### config.mk
export PLATFORM = sky130hd
export DESIGN_NAME = mc_control_unit
export DESIGN_NICKNAME = d
export VERILOG_FILES = /design/src/rtl/mc_control_unit.sv
export SDC_FILE = /design/constraint.sdc
export NUM_CORES = 1
export LEC_CHECK = 0
export CELL_PAD_IN_SITES_DETAIL_PLACEMENT = 1
export CELL_PAD_IN_SITES_GLOBAL_PLACEMENT = 2
export CORE_MARGIN = 3
export CORE_UTILIZATION = 24
export DETAILED_ROUTE_END_ITERATION = 10
export PLACE_DENSITY = 0.9
export SLEW_MARGIN = 20
export SYNTH_ARGS = -nofsm -noshare
export SYNTH_HDL_FRONTEND = slang
export SYNTH_SLANG_ARGS = --single-unit
### constraint.sdc
create_clock -name clk -period 2.4 [get_ports clk]
set_clock_uncertainty 0.05 [all_clocks]
set_input_delay 0.48 -clock clk [delete_from_list [all_inputs] [get_ports clk]]
set_output_delay 0.48 -clock clk [all_outputs]
set_load 0.03 [all_outputs]
### src/rtl/mc_control_unit.sv
// Multi-cycle CPU control unit: sequences fetch/decode/execute/memory/writeback with
// req/ack memory handshakes and timeout detection. Optional MCU_PERF_EN builds the retired counter.
module mc_control_unit #(
   parameter int OPCODE_W  = 4,
   parameter int ALUCTRL_W = 3,
   parameter int WAIT_W    = 4,
   parameter int MAX_WAIT  = 15,
   parameter int RET_W     = 16
)(
   input  logic                 clk,
   input  logic                 rst_n,
   input  logic [OPCODE_W-1:0]  i_opcode,
   input  logic                 i_zero,
   input  logic                 i_imem_ack,
   input  logic                 i_dmem_ack,
   output logic                 o_imem_req,
   output logic                 o_dmem_req,
   output logic                 o_ir_we,
   output logic                 o_pc_we,
   output logic [1:0]           o_pcsrc,
   output logic                 o_wmem,
   output logic                 o_m2reg,
   output logic [ALUCTRL_W-1:0] o_aluctrl,
   output logic                 o_alusrc,
   output logic                 o_wreg,
   output logic                 o_jal,
   output logic [2:0]           o_state,
   output logic                 o_illegal_op,
   output logic                 o_timeout_err,
   output logic [RET_W-1:0]     o_retired
);

   typedef enum logic [2:0] {
      S_BOOT   = 3'd0,
      S_FETCH  = 3'd1,
      S_DECODE = 3'd2,
      S_EXEC   = 3'd3,
      S_MEM    = 3'd4,
      S_WB     = 3'd5,
      S_ERR    = 3'd6
   } state_t;

   localparam logic [WAIT_W-1:0] MAX_WAIT_C = WAIT_W'(MAX_WAIT);
   localparam logic [WAIT_W-1:0] WAIT_SAT   = '1;

   state_t                r_state;
   state_t                w_next;
   logic [OPCODE_W-1:0]   r_op;
   logic [WAIT_W-1:0]     r_wait;
   logic                  r_timeoutErr;

   logic [3:0]            w_op4;
   logic                  w_illegal;
   logic                  w_isLoad;
   logic                  w_isStore;
   logic                  w_waitExpired;
   logic [ALUCTRL_W-1:0]  w_opAluCtrl;
   logic                  w_opAluSrc;

   // Any set bit above the 4-bit opcode field marks the instruction illegal.
   assign w_op4         = r_op[3:0];
   assign w_illegal     = (r_op >> 4) != '0;
   assign w_isLoad      = !w_illegal && (w_op4[3:1] == 3'b010);
   assign w_isStore     = !w_illegal && (w_op4[3:1] == 3'b011);
   assign w_waitExpired = (MAX_WAIT != 0) && (r_wait == MAX_WAIT_C);

   // ALU controls shared by EXEC, MEM and WB so they stay stable across the instruction.
   assign w_opAluCtrl = w_isStore ? '0 :
                        w_isLoad  ? ALUCTRL_W'(1) :
                                    ALUCTRL_W'({1'b0, w_op4[1:0]} + 3'd1);
   assign w_opAluSrc  = w_isLoad || (w_op4[3] && w_op4[2]);

   always_comb begin
      w_next       = r_state;
      o_imem_req   = 1'b0;
      o_dmem_req   = 1'b0;
      o_ir_we      = 1'b0;
      o_pc_we      = 1'b0;
      o_pcsrc      = 2'd0;
      o_wmem       = 1'b0;
      o_m2reg      = 1'b0;
      o_aluctrl    = '0;
      o_alusrc     = 1'b0;
      o_wreg       = 1'b0;
      o_jal        = 1'b0;
      o_illegal_op = 1'b0;
      case (r_state)
         S_BOOT:   w_next = S_FETCH;
         S_FETCH: begin
            o_imem_req = 1'b1;
            if (i_imem_ack) begin
               o_ir_we = 1'b1;
               w_next  = S_DECODE;
            end else if (w_waitExpired) begin
               w_next = S_ERR;
            end
         end
         S_DECODE: w_next = S_EXEC;
         S_EXEC: begin
            if (w_illegal) begin
               o_illegal_op = 1'b1;
               o_pc_we      = 1'b1;
               w_next       = S_FETCH;
            end else begin
               case (w_op4)
                  4'b0000, 4'b0001: begin
                     o_pc_we = 1'b1;
                     o_pcsrc = w_op4[0] ? 2'd2 : 2'd1;
                     o_wreg  = 1'b1;
                     w_next  = S_FETCH;
                  end
                  4'b0010, 4'b0011: begin
                     o_aluctrl = ALUCTRL_W'(w_op4[0] ? 3'd6 : 3'd5);
                     o_pc_we   = 1'b1;
                     o_pcsrc   = i_zero ? 2'd1 : 2'd0;
                     w_next    = S_FETCH;
                  end
                  4'b0100, 4'b0101, 4'b0110, 4'b0111: begin
                     o_aluctrl = w_opAluCtrl;
                     o_alusrc  = w_opAluSrc;
                     w_next    = S_MEM;
                  end
                  default: begin
                     o_aluctrl = w_opAluCtrl;
                     o_alusrc  = w_opAluSrc;
                     w_next    = S_WB;
                  end
               endcase
            end
         end
         S_MEM: begin
            o_dmem_req = 1'b1;
            o_aluctrl  = w_opAluCtrl;
            o_alusrc   = w_opAluSrc;
            o_wmem     = w_isStore;
            if (i_dmem_ack) begin
               if (w_isStore) begin
                  o_pc_we = 1'b1;
                  w_next  = S_FETCH;
               end else begin
                  w_next = S_WB;
               end
            end else if (w_waitExpired) begin
               w_next = S_ERR;
            end
         end
         S_WB: begin
            o_wreg    = 1'b1;
            o_jal     = 1'b1;
            o_m2reg   = w_isLoad;
            o_pc_we   = 1'b1;
            o_aluctrl = w_opAluCtrl;
            o_alusrc  = w_opAluSrc;
            w_next    = S_FETCH;
         end
         S_ERR:    w_next = S_ERR;
         default:  w_next = S_BOOT;
      endcase
   end

   always_ff @(posedge clk or negedge rst_n) begin
      if (!rst_n) begin
         r_state      <= S_BOOT;
         r_op         <= '0;
         r_timeoutErr <= 1'b0;
      end else begin
         r_state <= w_next;
         if (r_state == S_DECODE)
            r_op <= i_opcode;
         if (r_state != S_ERR && w_next == S_ERR)
            r_timeoutErr <= 1'b1;
      end
   end

   // Wait counter restarts on each state change and only counts unacknowledged memory cycles.
   always_ff @(posedge clk or negedge rst_n) begin
      if (!rst_n) begin
         r_wait <= '0;
      end else if (w_next != r_state) begin
         r_wait <= '0;
      end else if (((r_state == S_FETCH) && !i_imem_ack) ||
                   ((r_state == S_MEM) && !i_dmem_ack)) begin
         if (r_wait != WAIT_SAT)
            r_wait <= r_wait + WAIT_W'(1);
      end
   end

`ifdef MCU_PERF_EN
   logic [RET_W-1:0] r_retired;

   always_ff @(posedge clk or negedge rst_n) begin
      if (!rst_n)
         r_retired <= '0;
      else if (o_pc_we)
         r_retired <= r_retired + RET_W'(1);
   end

   assign o_retired = r_retired;
`else
   assign o_retired = '0;
`endif

   assign o_state       = r_state;
   assign o_timeout_err = r_timeoutErr;

endmodule

# Yosys cells after proc, flatten, opt, wreduce, memory -nomap -nowiden
# Cells that the tools add are included.
# totals
output_inout_bits	35
input_bits	9
ff_bits	12
elab_cells	78
# op_classes
muxes	33
add_sub_neg	2
n_eq_ne	20
n_reduce_logical	19
# op_table
cell	n
$mux 3	6
$pmux 3 s2	3
$pmux 3 s6	1
$eq 4x3->1 const B	4
$mux 1	13
$eq 3x2->1 const B	4
$eq 3x3->1 const B	4
$mux 4	3
$eq 4x2->1 const B	2
$reduce_or 2->1	4
$reduce_or 4->1	2
$mux 2	3
$add 4x1->4 const B	1
$eq 4x1->1 const B	1
$eq 4x4->1 const B	1
$logic_and 1x1->1	4
$logic_not 4->1	1
$ne 4x4->1 const B	1
$pmux 1 s2	2
$pmux 2 s2	1
$reduce_bool 2->1	2
$add 2x1->3 const B	1
$eq 3x1->1 const B	1
$logic_not 3->1	1
6 further kinds	8

# Longest topological paths before layout
# Gate-level depths: netlist (run 1).
# logic_depth
depth_word	7
depth_mapped	6
depth_no_buf	6

# Least setup slack after synthesis (run 1)
# No wires, ideal clock.
# synth_path
path_kind	reg2out
from	reg r_state[2] (netlist: o_state[2])
to	out o_m2reg
arrival_time_ns	2.100
setup_slack_ns	-0.230
stages_incl_launch_ff	5
path_buffers	1
required_time_ns	1.870
path_cell_list	dfrtp_1 buf_6 nor2b_1 and2_1 nor3b_1
# synth_via
elab_chain_cells	2
# synth_lines
item	line	source
start: declaration	46	state_t r_state;
start signal: assignment	167	r_state <= w_next;
$eq 3x3->1	87	case (r_state)
$mux 1	87	
end: declaration	22	output logic o_m2reg,
# No other way between the ends.

# Worst setup path in the final report (run 1)
# layout_path
from	reg r_op[0]
to	out o_aluctrl[1]
# layout_via
elab_chain_cells	5
elab_cells_between_ends	12
cone_classes	add/sub: 1; eq/ne: 3; mux: 5; reduce/logical: 3
# layout_lines
item	line	source
start: declaration	48	logic [OPCODE_W-1:0] r_op;
start signal: assignment	169	r_op <= i_opcode;
$add 2x1->3	70	ALUCTRL_W'({1'b0, w_op4[1:0]} + 3'd1);
$mux 3	69	w_isLoad ? ALUCTRL_W'(1) :
$mux 3	68	assign w_opAluCtrl = w_isStore ? '0 :
$pmux 3 s2	105	case (w_op4)
$pmux 3 s2 (*)	87	
end: declaration	23	output logic [ALUCTRL_W-1:0] o_aluctrl,
# Mark *: on every way between the ends. The rest lies on a longest branch, timed or not.

==> impl_metrics.yaml, run 1 <==
outcome:
  status: "finished, violations left"
  violations: "setup timing"
clock_network:
  clk_pin_slew_ns: 0.06
  cts_root_buf: "sky130_fd_sc_hd__clkbuf_8"
  worst_skew_pair.late_latency_ns: 0.25
  max-clock-path-buffers: 2
  cts_max_level: 1
  tritoncts.num_buffers: 3
  cts_tree: "built"
  numClockSinks: 12
global_route:
  grt_antenna_before_repair: 0
  wire_length_of_the_first_global_routing_pass_um: 5200
  track_usage_pct: 12.7
  global_route.usage.met1_pct: 15.1
  globalRouteMet3Util_pct: 3.01
  groute.layer.met2.usage_pct: 22.2
  global_route.overflow_total: 0
  maximum_number_of_pins_on_one_net_before_global_route_repair: 13
  grt_pass1_vias: 1043
  top_usage_layer: "met2"
final_layout:
  fillCellCount: 508
  layoutNonFillerInstCount: 214
  multi_input_comb_area_um2: 713
  post_route_cells_drive_above_1_share_pct: 31.1
  final_net_count: 180
  final-seq-area_um2: 303
  area.growth.synth_to_final_pct: 38.5
  antenna_cells: 0
pwr:
  power.density_cell_area_nw_per_um2: 1290
  p_leak_nw: 0.688
  post-layout-total-power_mw: 1.95
  peakVddDrop_v: 0.000431
timing:
  rsz0062_at_grt: "true"
  layout_min_cycle_time_ns: 2.52
  max_slew.worst_pin.slew_ns: 0.600
  max-slew-margin-rel_pct: 59.9
  max_freq_ghz: 0.397
  hold_violations: 0
  fin_ws_ns: -0.119
  hold_ws_ns: 0.439
  slew_viol_final: 0
  timing.final.crit_share_pct: 105
  final_setup_violation_count: 2
setup_path:
  regToRegEndpoint: "o_timeout_err$_DFFE_PN0P_"
  cp_max_fo: 4
  worstReg2RegStart: "r_op[0]$_DFFE_PN0P_"
  arrival_ns: 1.99
  crit_path_start: "r_op[0]$_DFFE_PN0P_"
  crit_type: "flip-flop to output port"
  worst-r2r-cell-count: 7
  timing.critical_path.to: "o_aluctrl[1]"
  endpoint_required_time_on_the_critical_path_ns: 1.87
  worstSetupEndpointType: "output port"
  worstSetupStartpointType: "flip-flop"
  worst_reg_to_reg_setup_slack_ns: 0.53
floorplan:
  design.die.area_um2: 5390
  core_area_um2: 4200
  die_height_um: 73.4
  rows: 23
  io_pins: 44
  starting_utilization_of_the_core_area_pct: 26.0
  die_w_um: 73.4
logic_synthesis:
  synth.yosys.warnings: 0
  edff_count_synth: 0
  synth_area_per_cell_um2: 8.73
  syn_area_um2: 1090
  dominantRegCellSynth: "sky130_fd_sc_hd__dfrtp_1"
  synthCells: 125
  synth-seq-area-share_pct: 27.5
  postSynthRegisterBits: 12
  yosys.cell_types.count: 49
  synth_async_sr_flop_share_pct: 100
detailed_routing:
  drtAntennaViolNets: 0
  avgRoutedWirePerCell_um: 15.0
  detail_route.first_pass.iterations: 4
  route.final.wire_length_um: 3220
  route.detailed.vias_per_inst: 4.71
  first_iter_violations: 41
  route.vias.total: 1007
  remaining_drc_errors: 0
placement:
  number_of_instances_in_the_placed_design: 206
  finalWeightedCongestion: 0.829
  io_buffer_count: 26
  place_ws_ns: 0.0601
  hpwl_um: 2430
job:
  max_cap_violations: 0
min_path:
  worstHoldPathType: "flip-flop to flip-flop"
stage by stage:
step | setup TNS (ns) | instance area [µm²] | utilization (%)
finish | -0.210 | 1510 | 36.0
global route | -0.567 | 1510 | 36.0
CTS | -0.195 | 1490 | 35.6
detailed placement | 0 | 1370 | 32.5
global placement | 0 | 1370 | 32.5
floorplan | 0 | 1160 | -
cells in the mapped netlist, types with 2 or more instances:
cell	n	share of area, %
sky130_fd_sc_hd__and2_1	2	1.1
sky130_fd_sc_hd__nand3_1	2	0.92
sky130_fd_sc_hd__buf_4	17	12
sky130_fd_sc_hd__nand2_1	9	3.1
sky130_fd_sc_hd__nand3b_1	3	2.1
sky130_fd_sc_hd__nand2b_1	2	1.1
sky130_fd_sc_hd__o21ai_0	9	4.1
sky130_fd_sc_hd__ha_1	6	6.9
sky130_fd_sc_hd__o31ai_1	2	1.4
sky130_fd_sc_hd__dfrtp_1	12	28
sky130_fd_sc_hd__o221a_2	2	2.1
sky130_fd_sc_hd__nor3_1	2	0.92
sky130_fd_sc_hd__buf_6	2	2.1
sky130_fd_sc_hd__inv_1	8	2.8
sky130_fd_sc_hd__nor2_1	10	3.4
sky130_fd_sc_hd__a21oi_1	3	1.4
sky130_fd_sc_hd__nor3b_2	2	2.3
how the worst min path moves through the flow:
stage                              startpoint                   endpoint  slack [ns]  cells past startpoint
CTS                 o_timeout_err$_DFFE_PN0P_  o_timeout_err$_DFFE_PN0P_        0.43                      1
global placement    o_timeout_err$_DFFE_PN0P_  o_timeout_err$_DFFE_PN0P_        0.40                      1
floorplan                               rst_n       o_state[0]$_DFF_PN0_        0.13                      0
global route        o_timeout_err$_DFFE_PN0P_  o_timeout_err$_DFFE_PN0P_        0.46                      1
detailed placement  o_timeout_err$_DFFE_PN0P_  o_timeout_err$_DFFE_PN0P_        0.42                      1
finish              o_timeout_err$_DFFE_PN0P_  o_timeout_err$_DFFE_PN0P_        0.44                      1
placed cells by master (no fill, tap or decap), types with 2 or more instances in the layout:
master,instances
sky130_fd_sc_hd__ha_4,2
sky130_fd_sc_hd__nand2_1,8
sky130_fd_sc_hd__a21oi_1,3
sky130_fd_sc_hd__o221a_2,2
sky130_fd_sc_hd__conb_1,17
sky130_fd_sc_hd__clkdlybuf4s50_1,13
sky130_fd_sc_hd__dfrtp_2,2
sky130_fd_sc_hd__dfrtp_1,10
sky130_fd_sc_hd__o31ai_1,2
sky130_fd_sc_hd__inv_2,2
sky130_fd_sc_hd__o21ai_1,2
sky130_fd_sc_hd__o21ai_0,8
sky130_fd_sc_hd__dlygate4sd2_1,3
sky130_fd_sc_hd__inv_1,6
sky130_fd_sc_hd__nor3b_2,3
sky130_fd_sc_hd__nor2_1,9
sky130_fd_sc_hd__nand3b_1,3
sky130_fd_sc_hd__and2_1,2
sky130_fd_sc_hd__ha_1,3
sky130_fd_sc_hd__buf_4,21
sky130_fd_sc_hd__nand3_1,2
sky130_fd_sc_hd__clkbuf_8,4
sky130_fd_sc_hd__nand2b_1,2
cell families after synthesis:
group                    after synthesis  synth area share [%]
adder cells (fa/ha/maj)                6                  6.88
AO/OA/AOI/OAI                         33                  21.6
multiplexers                           1                  1.03
AND/OR/NAND/NOR                       42                  23.4
XOR/XNOR                               1                 0.803
flip-flops                            12                  27.5
other                                  1                 0.344
buffers and inverters                 29                  18.5
routing by layer:
| metal | part of all wire [%] | vias to the layer above |
|---|---|---|
| met5 | 0 | - |
| met4 | 0.71 | 0 |
| met3 | 6.2 | 3 |
| met2 | 52 | 37 |
| met1 | 41 | 484 |
| li1 | - | 483 |
worst max-delay path, cell delays in order (launching register included):
cell                       delay (ns)
sky130_fd_sc_hd__dfrtp_2         0.42
sky130_fd_sc_hd__inv_2           0.09
sky130_fd_sc_hd__ha_4            0.17
sky130_fd_sc_hd__or4_4           0.55
sky130_fd_sc_hd__a21oi_4         0.16
sky130_fd_sc_hd__o211ai_1        0.09
sky130_fd_sc_hd__o21ai_1         0.09
sky130_fd_sc_hd__buf_4           0.18
layout make-up:
cell class | instances | share of cell area [%]
multi-input cells | 100 | 47.2
repair buffers | 40 | 23.0
flip-flops and latches | 12 | 20.0
well taps | 50 | 4.14
clock buffers | 4 | 3.64
inverters | 8 | 1.99
where the power goes:
group | leakage (nW) | switching, mW | total [mW] | internal [mW]
Sequential | 0.148 | 0.105 | 0.380 | 0.275
Clock | 0.0288 | 0.0850 | 0.231 | 0.145
Combinational | 0.511 | 0.771 | 1.34 | 0.573
Total | 0.688 | 0.961 | 1.95 | 0.994
flip-flops by register name (all words and copies together), names as in the netlist:
register and count:
o_timeout_err 1, r_op 4, r_wait 4, o_state 3
timing repair:
action                     4_1_cts  5_1_grt
setup buffers                    4        0
hold buffers                     0        0
gates resized for setup         18        5
setup endpoints to repair        8        9
pin swaps                        3        1
Power figures use the tool's default switching activity.
==> run 2: changes to the inputs <==
--- a/config.mk
+++ b/config.mk
@@ -7,7 +7,7 @@
 export LEC_CHECK = 0
 export CELL_PAD_IN_SITES_DETAIL_PLACEMENT = 1
 export CELL_PAD_IN_SITES_GLOBAL_PLACEMENT = 2
-export CORE_MARGIN = 3
+export CORE_MARGIN = 2
 export CORE_UTILIZATION = 24
 export DETAILED_ROUTE_END_ITERATION = 10
 export PLACE_DENSITY = 0.9
==> run 2 against run 1 <==
  * The flow still finishes with violations (setup timing)
  * Core utilization rose by 0.55 points
  * Sequential cell count is the same
  * Hold slack improved by 0.0051 ns
  * Worst setup slack worse by 0.064 ns
  * First-iteration DRC count unchanged
  * Clock power shrank 3%
  * Cell count increased by 6.1%
  * Critical endpoint unchanged
==> impl_metrics.yaml, run 2 (same netlist as run 1, synthesis figures left out) <==
outcome:
  status: "finished, violations left"
  violations: "setup timing"
detailed_routing:
  detail_route.first_pass.iterations: 4
  route.vias.total: 1056
  route.detailed.vias_per_inst: 4.65
  route.final.wire_length_um: 3390
  avgRoutedWirePerCell_um: 14.9
  first_iter_violations: 41
  remaining_drc_errors: 0
  drtAntennaViolNets: 0
timing:
  max-slew-margin-rel_pct: 63.6
  timing.final.crit_share_pct: 108
  slew_viol_final: 0
  max_slew.worst_pin.slew_ns: 0.545
  max_freq_ghz: 0.387
  fin_ws_ns: -0.183
  totalNegativeSetupSlack_ns: -0.310
  final_setup_violation_count: 2
  layout_min_cycle_time_ns: 2.58
  hold_ws_ns: 0.444
  hold_violations: 0
  rsz0062_at_grt: "true"
clock_network:
  numClockSinks: 12
  tritoncts.num_buffers: 3
  cts_tree: "built"
  cts_max_level: 1
  clk_pin_slew_ns: 0.06
  worst_skew_pair.late_latency_ns: 0.24
  ctsHoldBuffers: 0
  cts_root_buf: "sky130_fd_sc_hd__clkbuf_8"
  max-clock-path-buffers: 2
floorplan:
  io_pins: 44
  rows: 24
  starting_utilization_of_the_core_area_pct: 25.1
  core_area_um2: 4350
  die_w_um: 71.4
  die_height_um: 71.4
  design.die.area_um2: 5100
pwr:
  post-layout-total-power_mw: 2.13
  peakVddDrop_v: 0.000315
  power.density_cell_area_nw_per_um2: 1340
  p_leak_nw: 0.749
setup_path:
  worstReg2RegStart: "r_op[0]$_DFFE_PN0P_"
  crit_type: "flip-flop to output port"
  worstSetupEndpointType: "output port"
  worstSetupStartpointType: "flip-flop"
  endpoint_required_time_on_the_critical_path_ns: 1.87
  worst_reg_to_reg_setup_slack_ns: 0.34
  arrival_ns: 2.05
  worst-r2r-cell-count: 7
  cp_max_fo: 3
  regToRegEndpoint: "o_state[0]$_DFF_PN0_"
global_route:
  track_usage_pct: 12.5
  grt_antenna_before_repair: 0
  wire_length_of_the_first_global_routing_pass_um: 5110
  grt_pass1_vias: 1092
  global_route.overflow_total: 0
  maximum_number_of_pins_on_one_net_before_global_route_repair: 13
final_layout:
  post_route_cells_drive_above_1_share_pct: 32.6
  antenna_cells: 0
  fillCellCount: 523
  multi_input_comb_area_um2: 703
  area.growth.synth_to_final_pct: 45.8
  finish.utilization_pct: 36.5
  mostFrequentLayoutCells: "28 x sky130_fd_sc_hd__buf_4, 17 x sky130_fd_sc_hd__conb_1, 14 x sky130_fd_sc_hd__clkdlybuf4s50_1"
  final-seq-area_um2: 300
  final_net_count: 191
  mostFrequentLayoutCell: "sky130_fd_sc_hd__buf_4"
placement:
  finalWeightedCongestion: 0.757
  hpwl_um: 2290
  io_buffer_count: 26
  place_ws_ns: -0.0138
job:
  max_cap_violations: 0
min_path:
  holdCritStartpoint: "o_timeout_err$_DFFE_PN0P_"
  holdPathStages: 1
  worstHoldPathType: "flip-flop to flip-flop"
  hold-path-endpoint: "o_timeout_err$_DFFE_PN0P_"
## run 2: changes by cell type in the layout (fill, tap and decap cells not counted), sizes merged
| cell | delta |
|---|---|
| clkdlybuf4s50 | +1 |
| clkdlybuf4s15 | -1 |
| buf | +10 |
| dlygate4sd2 | +1 |
## run 2: cell type report
class | count | area share, %
well taps | 52 | 4.09
inverters | 8 | 1.89
clock buffers | 4 | 3.46
multi-input cells | 100 | 44.2
flip-flops and latches | 12 | 18.9
repair buffers | 51 | 27.5
## run 2: metal layers
| metal | global-route usage, % | part of all wire [%] | vias to the layer above |
|---|---|---|---|
| li1 | - | - | 505 |
| met2 | 22.2 | 50 | 35 |
| met4 | 3.14 | 1.2 | 0 |
| met5 | 0 | 0 | - |
| met3 | 1.69 | 4.8 | 4 |
| met1 | 15.9 | 44 | 512 |
## run 2: how the worst max path moves through the flow
stage / from / endpoint / slack (ns)
floorplan: r_op[0]$_DFFE_PN0P_ / o_aluctrl[1] / 0.03
global placement: r_op[0]$_DFFE_PN0P_ / o_pc_we / 0.01
detailed placement: r_op[1]$_DFFE_PN0P_ / o_pc_we / -0.01
CTS: r_op[1]$_DFFE_PN0P_ / o_aluctrl[1] / -0.15
global route: r_op[1]$_DFFE_PN0P_ / o_aluctrl[1] / -0.29
finish: r_op[0]$_DFFE_PN0P_ / o_aluctrl[1] / -0.18
## run 2: through the flow
step | cells | cell area, µm²
after floorplan | 141 | 1160
after global placement | 214 | 1420
after detailed placement | 214 | 1420
after CTS | 224 | 1550
after global routing | 227 | 1590
final | 227 | 1590
## run 2: report_power, final
group          switching [mW]  internal, mW  total [mW]  leakage, nW
Sequential             0.0814         0.272       0.353        0.150
Clock                  0.0785         0.145       0.223       0.0288
Combinational           0.851         0.698        1.55        0.570
Total                    1.01          1.11        2.13        0.749
## run 2: timing repair
item                       CTS  global route
buffers inserted             6             3
hold endpoints to repair     0             0
resized for setup           18             7
setup endpoints to repair    7             5
pin swaps                    4             5
## run 2: critical path, cell delays in order, from the launching register on
cell	delay [ns]
sky130_fd_sc_hd__dfrtp_1	0.39
sky130_fd_sc_hd__inv_2	0.09
sky130_fd_sc_hd__ha_4	0.17
sky130_fd_sc_hd__buf_6	0.11
sky130_fd_sc_hd__or4_4	0.51
sky130_fd_sc_hd__a21oi_4	0.18
sky130_fd_sc_hd__o211ai_1	0.10
sky130_fd_sc_hd__o21ai_1	0.09
sky130_fd_sc_hd__buf_4	0.17
==> run 3: changes to the inputs <==
--- a/config.mk
+++ b/config.mk
@@ -7,10 +7,9 @@
 export LEC_CHECK = 0
 export CELL_PAD_IN_SITES_DETAIL_PLACEMENT = 1
 export CELL_PAD_IN_SITES_GLOBAL_PLACEMENT = 2
-export CORE_MARGIN = 2
-export CORE_UTILIZATION = 24
+export CORE_UTILIZATION = 26
 export DETAILED_ROUTE_END_ITERATION = 10
-export PLACE_DENSITY = 0.9
+export PLACE_DENSITY = 0.95
 export SLEW_MARGIN = 20
 export SYNTH_ARGS = -nofsm -noshare
 export SYNTH_HDL_FRONTEND = slang
==> constraint.sdc (replaced) <==
create_clock -name clk -period 3 [get_ports clk]
set_clock_uncertainty 0.05 [all_clocks]
set_input_delay 0.6 -clock clk [delete_from_list [all_inputs] [get_ports clk]]
set_output_delay 0.6 -clock clk [all_outputs]
set_load 0.03 [all_outputs]
==> run 3 against run 2 <==
  * Non-clock buffer count decreased by 22
  * Clock power decreased by 22%
  * Via count is 10% lower
  * Sequential cell count unchanged
  * The run now ends clean
  * Hold slack lost 0.014 ns
  * Sequential share of layout area up 2.9 points
  * Core utilization decreased by 2.3 points
==> impl_metrics.yaml, run 3 (same netlist as run 1, synthesis figures left out) <==
outcome:
  status: "finished, final reports clean"
global_route:
  wire_length_of_the_first_global_routing_pass_um: 4180
  grt_antenna_before_repair: 0
  grt_pass1_vias: 931
  global_route.usage.met1_pct: 15.5
  globalRouteMet3Util_pct: 0.514
  groute.layer.met2.usage_pct: 21.7
  track_usage_pct: 12.4
  global_route.overflow_total: 0
  top_usage_layer: "met2"
  maximum_number_of_pins_on_one_net_before_global_route_repair: 13
floorplan:
  core_area_um2: 4030
  rows: 23
  die_height_um: 66.8
  die_w_um: 66.8
  starting_utilization_of_the_core_area_pct: 27.1
  io_pins: 44
  design.die.area_um2: 4460
clock_network:
  tritoncts.num_buffers: 3
  cts_tree: "built"
  worst_skew_pair.late_latency_ns: 0.24
  clk_pin_slew_ns: 0.05
  cts_root_buf: "sky130_fd_sc_hd__clkbuf_8"
  max-clock-path-buffers: 2
  post_cts.resized_instances: 2
  numClockSinks: 12
  cts_max_level: 1
  ctsHoldBuffers: 0
  cts_post_setup_buffers_inserted: 0
setup_path:
  slowest_delay_ns: 0.50
  critical_path_top_delay_cell: "sky130_fd_sc_hd__or4_4"
  arrival_ns: 2.22
  worst_reg_to_reg_setup_slack_ns: 1.11
  worstSetupStartpointType: "flip-flop"
  crit_type: "flip-flop to output port"
  endpoint_required_time_on_the_critical_path_ns: 2.35
  cp_max_fo: 6
  worstSetupEndpointType: "output port"
  crit_chain: "inv_1 > ha_1 > or4_4 > nand2_1 > o2bb2ai_1 > a22o_1 > clkdlybuf4s15_1"
placement:
  hpwl_um: 2220
  finalWeightedCongestion: 0.895
  io_buffer_count: 26
detailed_routing:
  route.detailed.vias_per_inst: 4.67
  remaining_drc_errors: 0
  avgRoutedWirePerCell_um: 13.1
  detail_route.first_pass.iterations: 4
  route.final.wire_length_um: 2670
  route.vias.total: 949
  first_iter_violations: 64
  drtAntennaViolNets: 0
final_layout:
  area.growth.synth_to_final_pct: 26.5
  antenna_cells: 0
  fillCellCount: 491
  final_net_count: 169
  mostFrequentLayoutCell: "sky130_fd_sc_hd__clkdlybuf4s50_1"
  post_route_cells_drive_above_1_share_pct: 13.1
  mostFrequentLayoutCells: "23 x sky130_fd_sc_hd__clkdlybuf4s50_1, 17 x sky130_fd_sc_hd__conb_1, 12 x sky130_fd_sc_hd__dfrtp_1"
timing:
  totalNegativeSetupSlack_ns: 0
  slew_viol_final: 0
  final_setup_violation_count: 0
  timing.final.crit_share_pct: 95.6
  max_slew.worst_pin.slew_ns: 0.518
  layout_min_cycle_time_ns: 2.87
  rsz0062_at_grt: "false"
  hold_ws_ns: 0.430
  max_freq_ghz: 0.348
  hold_violations: 0
  max-slew-margin-rel_pct: 65.3
pwr:
  peakVddDrop_v: 0.000231
  power.density_cell_area_nw_per_um2: 997
  p_leak_nw: 0.611
  post-layout-total-power_mw: 1.38
min_path:
  worstHoldPathType: "flip-flop to flip-flop"
job:
  max_cap_violations: 0
==> run 3: cell types whose count changed in the layout (fill, tap and decap cells not counted), moves of 3 or more <==
| cell | previous run | this run |
|---|---|---|
| sky130_fd_sc_hd__clkdlybuf4s50_1 | 14 | 23 |
| sky130_fd_sc_hd__dlygate4sd2_1 | 4 | 0 |
| sky130_fd_sc_hd__buf_6 | 3 | 0 |
| sky130_fd_sc_hd__buf_4 | 28 | 4 |
| sky130_fd_sc_hd__ha_1 | 3 | 6 |
==> run 3: per-layer routing <==
metal,routed length [µm],vias up
li1,-,462
met1,1220,453
met2,1330,32
met3,97,2
met4,14,0
met5,0,-
==> run 3: layout make-up <==
type | count | area [µm²] | area share (%)
clock buffers | 4 | 55.1 | 3.99
repair buffers | 29 | 283 | 20.5
multi-input cells | 100 | 649 | 47.1
well taps | 50 | 62.6 | 4.53
inverters | 8 | 30.0 | 2.18
flip-flops and latches | 12 | 300 | 21.8
==> run 3: path summary, 6_finish.rpt <==
kind | to | depth (start not counted) | from
max in group asynchronous | r_op[0]$_DFFE_PN0P_ | 1 | rst_n
worst min register to register | o_timeout_err$_DFFE_PN0P_ | 1 | o_timeout_err$_DFFE_PN0P_
worst max register to register | o_timeout_err$_DFFE_PN0P_ | 6 | r_op[1]$_DFFE_PN0P_
worst max-delay path | o_aluctrl[0] | 7 | r_op[1]$_DFFE_PN0P_
min in group asynchronous | r_wait[2]$_DFFE_PN0P_ | 1 | rst_n
worst min-delay path | o_timeout_err$_DFFE_PN0P_ | 1 | o_timeout_err$_DFFE_PN0P_
==> run 3: where the power goes <==
| part | internal [mW] | switching, mW |
|---|---|---|
| clock network | 0.116 | 0.0584 |
| registers | 0.217 | 0.0993 |
| logic | 0.364 | 0.521 |
| total | 0.697 | 0.679 |
==> run 3: critical path: cells and delay by family, from the launching register on <==
| kind | cells | cell delay [ns] |
|---|---|---|
| fa+ha+maj | 1 | 0.23 |
| flops | 1 | 0.44 |
| buf+inv | 2 | 0.49 |
| compound gates | 2 | 0.24 |
| simple gates | 2 | 0.59 |
==> run 3: metrics by stage <==
step | instances | util [%] | instance area, µm² | worst slack [ns]
after floorplan | 141 | - | 1150 | 0.250
after global placement | 199 | 32.8 | 1320 | 0.158
after detailed placement | 199 | 32.8 | 1320 | 0.0833
after CTS | 203 | 34.2 | 1380 | 0.0325
after global routing | 203 | 34.3 | 1380 | 0.00434
final | 203 | 34.3 | 1380 | 0.131
